`src/rtl/multicycle_ctrl.sv`:
```
// Multi-cycle RV32I sequencing controller (R/I-type ALU, LW, SW, BEQ) driving a
// single shared memory port with a req/ready handshake, trap logic and retire counter.
module multicycle_ctrl #(
  parameter int CNT_W       = 32,
  parameter int MEM_TIMEOUT = 16
) (
  input  logic             clk,
  input  logic             rst,
  input  logic [31:0]      instr,
  input  logic             zero,
  input  logic             mem_ready,
  output logic             mem_req,
  output logic             mem_we,
  output logic             addr_sel,
  output logic             ir_we,
  output logic             ab_we,
  output logic             mdr_we,
  output logic             rf_we,
  output logic             wb_sel,
  output logic             alusrc_imm,
  output logic [3:0]       alu_ctrl,
  output logic             pc_we,
  output logic             pc_sel,
  output logic             trap,
  output logic [1:0]       trap_cause,
  output logic [CNT_W-1:0] retired
);

  localparam int TO_W = $clog2(MEM_TIMEOUT + 1);
  localparam logic [TO_W-1:0] TO_LAST = TO_W'(MEM_TIMEOUT - 1);

  localparam logic [6:0] OP_R    = 7'b0110011;
  localparam logic [6:0] OP_I    = 7'b0010011;
  localparam logic [6:0] OP_LW   = 7'b0000011;
  localparam logic [6:0] OP_SW   = 7'b0100011;
  localparam logic [6:0] OP_BEQ  = 7'b1100011;
  localparam logic [6:0] F7_ALT  = 7'b0100000;

  localparam logic [1:0] CAUSE_ILLEGAL = 2'b01;
  localparam logic [1:0] CAUSE_TIMEOUT = 2'b10;

  typedef enum logic [2:0] {
    S_FETCH  = 3'd0,
    S_DECODE = 3'd1,
    S_EXEC   = 3'd2,
    S_MEM    = 3'd3,
    S_WB     = 3'd4,
    S_TRAP   = 3'd5
  } state_e;

  state_e           state_q, state_d;
  logic [TO_W-1:0]  to_cnt_q, to_cnt_d;
  logic [CNT_W-1:0] retired_q, retired_d;
  logic             trap_q, trap_d;
  logic [1:0]       cause_q, cause_d;

  logic [6:0] opcode;
  logic [2:0] funct3;
  logic [6:0] funct7;
  logic       in_access;
  logic       timeout_hit;
  logic       retire;
  logic       unused_instr_bits;

  assign opcode = instr[6:0];
  assign funct3 = instr[14:12];
  assign funct7 = instr[31:25];
  assign unused_instr_bits = ^{instr[24:15], instr[11:7]};

  assign in_access   = (state_q == S_FETCH) || (state_q == S_MEM);
  assign timeout_hit = in_access && !mem_ready && (to_cnt_q == TO_LAST);

  // State register and counters
  always_ff @(posedge clk) begin
    if (rst) begin
      state_q   <= S_FETCH;
      to_cnt_q  <= '0;
      retired_q <= '0;
      trap_q    <= 1'b0;
      cause_q   <= 2'b00;
    end else begin
      state_q   <= state_d;
      to_cnt_q  <= to_cnt_d;
      retired_q <= retired_d;
      trap_q    <= trap_d;
      cause_q   <= cause_d;
    end
  end

  // Next-state logic
  always_comb begin
    state_d = state_q;
    trap_d  = trap_q;
    cause_d = cause_q;
    retire  = 1'b0;
    case (state_q)
      S_FETCH: begin
        if (mem_ready) begin
          state_d = S_DECODE;
        end else if (timeout_hit) begin
          state_d = S_TRAP;
          trap_d  = 1'b1;
          cause_d = CAUSE_TIMEOUT;
        end
      end
      S_DECODE: begin
        if (opcode == OP_R || opcode == OP_I || opcode == OP_LW ||
            opcode == OP_SW || opcode == OP_BEQ) begin
          state_d = S_EXEC;
        end else begin
          state_d = S_TRAP;
          trap_d  = 1'b1;
          cause_d = CAUSE_ILLEGAL;
        end
      end
      S_EXEC: begin
        if (opcode == OP_R || opcode == OP_I) begin
          state_d = S_WB;
        end else if (opcode == OP_LW || opcode == OP_SW) begin
          state_d = S_MEM;
        end else if (opcode == OP_BEQ) begin
          state_d = S_FETCH;
          retire  = 1'b1;
        end else begin
          // Only reachable if the IR changes after DECODE
          state_d = S_TRAP;
          trap_d  = 1'b1;
          cause_d = CAUSE_ILLEGAL;
        end
      end
      S_MEM: begin
        if (mem_ready) begin
          if (opcode == OP_SW) begin
            state_d = S_FETCH;
            retire  = 1'b1;
          end else begin
            state_d = S_WB;
          end
        end else if (timeout_hit) begin
          state_d = S_TRAP;
          trap_d  = 1'b1;
          cause_d = CAUSE_TIMEOUT;
        end
      end
      S_WB: begin
        state_d = S_FETCH;
        retire  = 1'b1;
      end
      default: state_d = S_TRAP;
    endcase
  end

  // Wait counter restarts on every state change, so each access gets a fresh budget
  always_comb begin
    to_cnt_d = to_cnt_q;
    if (state_d != state_q) begin
      to_cnt_d = '0;
    end else if (in_access && !mem_ready) begin
      to_cnt_d = to_cnt_q + TO_W'(1);
    end
  end

  assign retired_d = retire ? retired_q + CNT_W'(1) : retired_q;

  function automatic logic [3:0] alu_decode(input logic [2:0] f3, input logic [6:0] f7,
                                            input logic is_r);
    logic [3:0] code;
    code = 4'b0000;
    case (f3)
      3'b000: code = (is_r && f7 == F7_ALT) ? 4'b0001 : 4'b0000;
      3'b001: code = is_r ? 4'b1010 : 4'b0000;
      3'b010: code = 4'b0101;
      3'b011: code = 4'b0110;
      3'b100: code = 4'b0111;
      3'b101: code = !is_r ? 4'b0000 : (f7 == F7_ALT) ? 4'b1001 : 4'b1000;
      3'b110: code = 4'b0011;
      3'b111: code = 4'b0010;
      default: code = 4'b0000;
    endcase
    return code;
  endfunction

  // Output decode; reset forces every strobe low in the same cycle
  always_comb begin
    mem_req    = 1'b0;
    mem_we     = 1'b0;
    addr_sel   = 1'b0;
    ir_we      = 1'b0;
    ab_we      = 1'b0;
    mdr_we     = 1'b0;
    rf_we      = 1'b0;
    wb_sel     = 1'b0;
    alusrc_imm = 1'b0;
    alu_ctrl   = 4'b0000;
    pc_we      = 1'b0;
    pc_sel     = 1'b0;
    if (!rst) begin
      case (state_q)
        S_FETCH: begin
          mem_req = 1'b1;
          ir_we   = mem_ready;
        end
        S_DECODE: ab_we = 1'b1;
        S_EXEC: begin
          alusrc_imm = (opcode == OP_I) || (opcode == OP_LW) || (opcode == OP_SW);
          if (opcode == OP_R) begin
            alu_ctrl = alu_decode(funct3, funct7, 1'b1);
          end else if (opcode == OP_I) begin
            alu_ctrl = alu_decode(funct3, funct7, 1'b0);
          end else if (opcode == OP_BEQ) begin
            alu_ctrl = 4'b0001;
            pc_we    = 1'b1;
            pc_sel   = zero;
          end
        end
        S_MEM: begin
          mem_req  = 1'b1;
          addr_sel = 1'b1;
          mem_we   = (opcode == OP_SW);
          if (mem_ready) begin
            pc_we  = (opcode == OP_SW);
            mdr_we = (opcode != OP_SW);
          end
        end
        S_WB: begin
          rf_we  = 1'b1;
          wb_sel = (opcode == OP_LW);
          pc_we  = 1'b1;
        end
        default: ;
      endcase
    end
  end

  assign trap       = trap_q & ~rst;
  assign trap_cause = rst ? 2'b00 : cause_q;
  assign retired    = retired_q;

endmodule

```
`config.mk`:
```
export PLATFORM = sky130hd
export DESIGN_NAME = multicycle_ctrl
export DESIGN_NICKNAME = d
export VERILOG_FILES = /design/src/rtl/multicycle_ctrl.sv
export SDC_FILE = /design/constraint.sdc
export NUM_CORES = 1
export LEC_CHECK = 0
export BUFFER_PORTS_ARGS = -buffer_cell sky130_fd_sc_hd__buf_2
export CORE_MARGIN = 2
export CORE_UTILIZATION = 45
export DETAILED_ROUTE_END_ITERATION = 8
export GPL_ROUTABILITY_DRIVEN = 0
export PLACE_DENSITY = 0.73
export SYNTH_ARGS = -nofsm -noshare
export SYNTH_HDL_FRONTEND = slang
export SYNTH_SLANG_ARGS = --single-unit
export TNS_END_PERCENT = 1
```
`constraint.sdc`:
```
create_clock -name clk -period 6.2 [get_ports clk]
set_input_delay 0.31 -clock clk [delete_from_list [all_inputs] [get_ports clk]]
set_output_delay 0.31 -clock clk [all_outputs]
set_load 0.02 [all_outputs]
```
==> metrics.txt <==
# TYPE chip_impl_metric gauge
chip_impl_metric{name="average_vias_per_placed_instance",unit=""} 5.50
chip_impl_metric{name="initial_antenna_violation_count",unit=""} 0
chip_impl_metric{name="power.ir.vdd_worst",unit="mV"} 0.101
chip_impl_info{name="critical-path-top-cell-by-count",value="sky130_fd_sc_hd__nor3_1"} 1
chip_impl_metric{name="route.vias.total",unit=""} 2520
chip_impl_metric{name="cts_clock_pin_slew_for_the_worst_setup_and_hold_paths",unit="ps"} 90
chip_impl_metric{name="post-place-cells",unit=""} 450
chip_impl_metric{name="num-fill-cells",unit=""} 540
chip_impl_metric{name="number_of_nets_in_the_final_layout",unit=""} 424
chip_impl_info{name="synth_area_leader_cell",value="sky130_fd_sc_hd__dfxtp_1"} 1
chip_impl_info{name="cp_cell_instances",value="or3b_2 > nor3_1 > nand2b_1 > nor3_1 > buf_2"} 1
chip_impl_metric{name="timing.critical_path.arrival",unit="ps"} 2280
chip_impl_info{name="start_kind",value="register"} 1
chip_impl_metric{name="syn_avg_cell_area",unit="sq um"} 7.92
chip_impl_metric{name="total_clock_sinks",unit=""} 43
chip_impl_metric{name="power_frac_comb",unit="%"} 12.5
chip_impl_metric{name="multi_input_area",unit="sq mm"} 0.00159
chip_impl_info{name="unrepaired_setup_endpoints_after_global_routing",value="no"} 1
chip_impl_metric{name="synth-edff-count",unit=""} 0
chip_impl_metric{name="drc",unit=""} 0
chip_impl_metric{name="power.density",unit="mW/mm^2"} 191
chip_impl_metric{name="htree_num_levels",unit=""} 2
chip_impl_metric{name="fp.coreArea",unit="sq mm"} 0.00551
chip_impl_metric{name="power.clock.fraction",unit="%"} 37.7
chip_impl_metric{name="grt_pass1_vias",unit=""} 2195
chip_impl_metric{name="synth.cell_area",unit="sq mm"} 0.00257
chip_impl_metric{name="syn_to_final_growth",unit="%"} 18.8
chip_impl_metric{name="ctsResizeCount",unit=""} 0
chip_impl_info{name="synthFlopType",value="sky130_fd_sc_hd__dfxtp_1"} 1
chip_impl_metric{name="post-place-ws",unit="ps"} 3680
chip_impl_metric{name="first_pass_grt_wire_length",unit="mm"} 9.98
chip_impl_metric{name="yosys_reg_bits",unit=""} 43
chip_impl_metric{name="fin_worst_skew",unit="ps"} 12.6
chip_impl_metric{name="ys_async_sr_fraction",unit="%"} 0
chip_impl_metric{name="post_synth_inst_count",unit=""} 324
chip_impl_metric{name="number_of_cell_rows",unit=""} 27
chip_impl_info{name="root_buffer",value="sky130_fd_sc_hd__clkbuf_8"} 1
chip_impl_metric{name="die-area",unit="sq mm"} 0.00632
chip_impl_metric{name="tightestPinTransition",unit="ps"} 711
chip_impl_info{name="status",value="finished clean"} 1
chip_impl_metric{name="cts_max_path_buffers",unit=""} 2
chip_impl_metric{name="wirelength_met1",unit="mm"} 2.87
chip_impl_metric{name="post-route-period-util",unit="%"} 41.8
chip_impl_metric{name="p_sw",unit="uW"} 154
chip_impl_metric{name="layout.area.seq",unit="sq um"} 861
chip_impl_metric{name="initial_cell_density_of_the_core",unit="%"} 46.6
chip_impl_metric{name="power.leakage",unit="nW"} 1.18
chip_impl_metric{name="intPower",unit="uW"} 429
chip_impl_metric{name="grt_start_max_net_pins",unit=""} 54
chip_impl_metric{name="hold-worst-slack",unit="ps"} 458
chip_impl_metric{name="drtIter0Drc",unit=""} 171
chip_impl_metric{name="detailedPlacementHpwl",unit="mm"} 4.29
chip_impl_metric{name="antenna_cells",unit=""} 0
chip_impl_metric{name="synth_top_cell_area_share",unit="%"} 33.5
chip_impl_metric{name="wl_met2",unit="mm"} 2.78
chip_impl_metric{name="timing.critical_path.slowest_cell_delay",unit="ps"} 670
chip_impl_metric{name="clkLatencyLatePin",unit="ps"} 300
chip_impl_metric{name="detailed_place.area",unit="sq mm"} 0.00294
chip_impl_metric{name="finish.utilization",unit="%"} 55.4
chip_impl_metric{name="finalNonFillerCells",unit=""} 458
chip_impl_metric{name="synth-seq-area-share",unit="%"} 33.5
chip_impl_metric{name="avgRoutedWirePerCell",unit="um"} 13.0
chip_impl_metric{name="setup_viol_count_final",unit=""} 0
chip_impl_metric{name="total_clock_buffers_created_by_cts",unit=""} 5
chip_impl_metric{name="final-hold-violation-count",unit=""} 0
chip_impl_metric{name="die_h",unit="um"} 79.5
chip_impl_metric{name="synth.yosys.warnings",unit=""} 0
chip_impl_info{name="synth_top_area_cells",value="sky130_fd_sc_hd__dfxtp_1 34%, sky130_fd_sc_hd__nor2_1 5.9%, sky130_fd_sc_hd__a21oi_1 5.7%"} 1
chip_impl_metric{name="met3WireLength",unit="um"} 257
chip_impl_metric{name="share_of_post_route_cells_with_drive_strength_above_1",unit="%"} 23.1
chip_impl_metric{name="switching_share",unit="%"} 26.4
chip_impl_metric{name="cts_setup_buffers",unit=""} 0
chip_impl_metric{name="timing.critical_path.fanout_max",unit=""} 16
chip_impl_metric{name="critical_path_required",unit="ps"} 5890
chip_impl_metric{name="final_max_slew_viol_count",unit=""} 0
chip_impl_metric{name="synth.net_count",unit=""} 363
chip_impl_info{name="clock_tree_from_tritoncts",value="done"} 1
chip_impl_metric{name="global_route.overflow_total",unit=""} 0
chip_impl_metric{name="sequentialPowerShare",unit="%"} 49.8
chip_impl_metric{name="max_freq",unit="MHz"} 386
chip_impl_metric{name="pin_count",unit=""} 86
chip_impl_metric{name="post_route_setup_tns",unit="ps"} 0
chip_impl_info{name="top_layer",value="met4"} 1
chip_impl_metric{name="fp.dieW",unit="um"} 79.5
chip_impl_metric{name="antenna_violation_net_count_after_detailed_routing",unit=""} 0
chip_impl_metric{name="fin_total_pwr",unit="uW"} 583
chip_impl_metric{name="wl",unit="mm"} 5.97
chip_impl_metric{name="maxSlewHeadroom",unit="%"} 52.6
chip_impl_metric{name="max_cap_viol_count",unit=""} 0
chip_impl_metric{name="setup_slack_of_the_critical_path_after_layout",unit="ps"} 3610
chip_impl_info{name="timing.setup.critical_path_class",value="register to output pin"} 1
chip_impl_info{name="slowest_stage",value="sky130_fd_sc_hd__dfxtp_1"} 1
chip_impl_metric{name="track_usage",unit="%"} 19.5
chip_impl_metric{name="layout_min_cycle_time",unit="ps"} 2590
chip_impl_metric{name="ys_types",unit=""} 54
chip_impl_info{name="worstHoldPathType",value="register to register"} 1
chip_impl_metric{name="detailed_routing_iterations_pass_1",unit=""} 4
chip_impl_metric{name="port_buffers",unit=""} 70
chip_impl_metric{name="hold_buffers",unit=""} 0
chip_impl_metric{name="finish.instance_area",unit="sq mm"} 0.00305
chip_impl_info{name="end_kind",value="output pin"} 1
## layer usage
layer | global-route usage [%] | vias to the layer above
met4 | 5.86 | 0
met2 | 31.8 | 56
met5 | 0 | -
met3 | 3.62 | 6
li1 | - | 1290
met1 | 26.0 | 1168
## cells by family after synthesis
kind of cell	count (synthesis)	synth area share [%]
DFF	43	33.5
muxes	4	1.71
buffers and inverters	27	4.53
xor gates and xnor gates	17	5.80
and+or+nand+nor	150	32.3
AOI/OAI and AO/OA	78	19.9
adders and majority gates	5	2.24
## area by class of cell
class | count | share of cell area, %
multi-input cells | 254 | 52.1
flip-flops and latches | 43 | 28.2
repair buffers | 71 | 11.7
well taps | 72 | 2.96
clock buffers | 5 | 2.26
clock inverters | 3 | 1.44
inverters | 10 | 1.23
## power by group through the flow
stage / Clock, mW / Combinational, mW / Sequential (mW)
4_1_cts: 0.226 / 0.0727 / 0.290
3_3_place_gp: 0 / 0.0711 / 0.296
2_1_floorplan: 0 / 0.0550 / 0.293
5_1_grt: 0.234 / 0.0808 / 0.291
6_report: 0.220 / 0.0726 / 0.290
3_5_place_dp: 0 / 0.0721 / 0.297
## worst max-delay path: cells and delay by family, from the launching register on
family | cells | cell delay [ps]
flops | 1 | 670
simple gates | 4 | 1130
buf+inv | 1 | 180
## sequential cells by signal, summed over array words and instances, names as in the netlist
signal and cells:
cause_q 2, retired 32, state_q 3, to_cnt_q 5, trap_q 1
## cells in the final DEF (no fill, tap or decap), drive strengths merged, types with 3 or more instances in the layout
master and n:
nand2b 8, nand3b 4, clkbuf 5, and4 3, buf 71, nand3 8
inv 10, nor2 41, nor4 4, nor3 10, nor2b 9, a211oi 4
and3 5, mux2 3, nor3b 3, o22ai 3, a21oi 29, or3 15
o2111ai 6, o21ai 20, dfxtp 43, ha 3, nand4 10, xor2 8
nand2 20, xnor2 9, and2 4
## cell usage after synthesis, types with 2 or more instances
cell and instances:
sky130_fd_sc_hd__nor4_1 4, sky130_fd_sc_hd__nor3_1 9, sky130_fd_sc_hd__dfxtp_1 43, sky130_fd_sc_hd__clkbuf_1 9, sky130_fd_sc_hd__and3_1 5, sky130_fd_sc_hd__nand2b_1 8
sky130_fd_sc_hd__a22oi_1 2, sky130_fd_sc_hd__ha_1 3, sky130_fd_sc_hd__a211oi_1 4, sky130_fd_sc_hd__nor3b_1 3, sky130_fd_sc_hd__o22ai_1 3, sky130_fd_sc_hd__nor2b_1 9
sky130_fd_sc_hd__o21bai_1 2, sky130_fd_sc_hd__nand3_1 8, sky130_fd_sc_hd__o31ai_1 2, sky130_fd_sc_hd__or4_1 2, sky130_fd_sc_hd__and4_1 3, sky130_fd_sc_hd__nand2_1 20
sky130_fd_sc_hd__xor2_1 8, sky130_fd_sc_hd__or3_1 15, sky130_fd_sc_hd__nor2_1 40, sky130_fd_sc_hd__o21ai_0 20, sky130_fd_sc_hd__inv_1 10, sky130_fd_sc_hd__maj3_1 2
sky130_fd_sc_hd__a21oi_1 29, sky130_fd_sc_hd__nand4_1 10, sky130_fd_sc_hd__xnor2_1 9, sky130_fd_sc_hd__and2_1 4, sky130_fd_sc_hd__buf_2 6, sky130_fd_sc_hd__nand3b_1 3
sky130_fd_sc_hd__mux2_1 2, sky130_fd_sc_hd__o2111ai_1 5
## worst paths after layout
kind         startpoint          end  slack [ps]  depth (start not counted)
min reg2reg      trap_q       trap_q         460                          2
min              trap_q       trap_q         460                          2
max reg2reg  state_q[1]  retired[22]        3690                          5
max          state_q[1]  alu_ctrl[3]        3610                          5
Note: power is estimated with default switching activity, not from simulation.
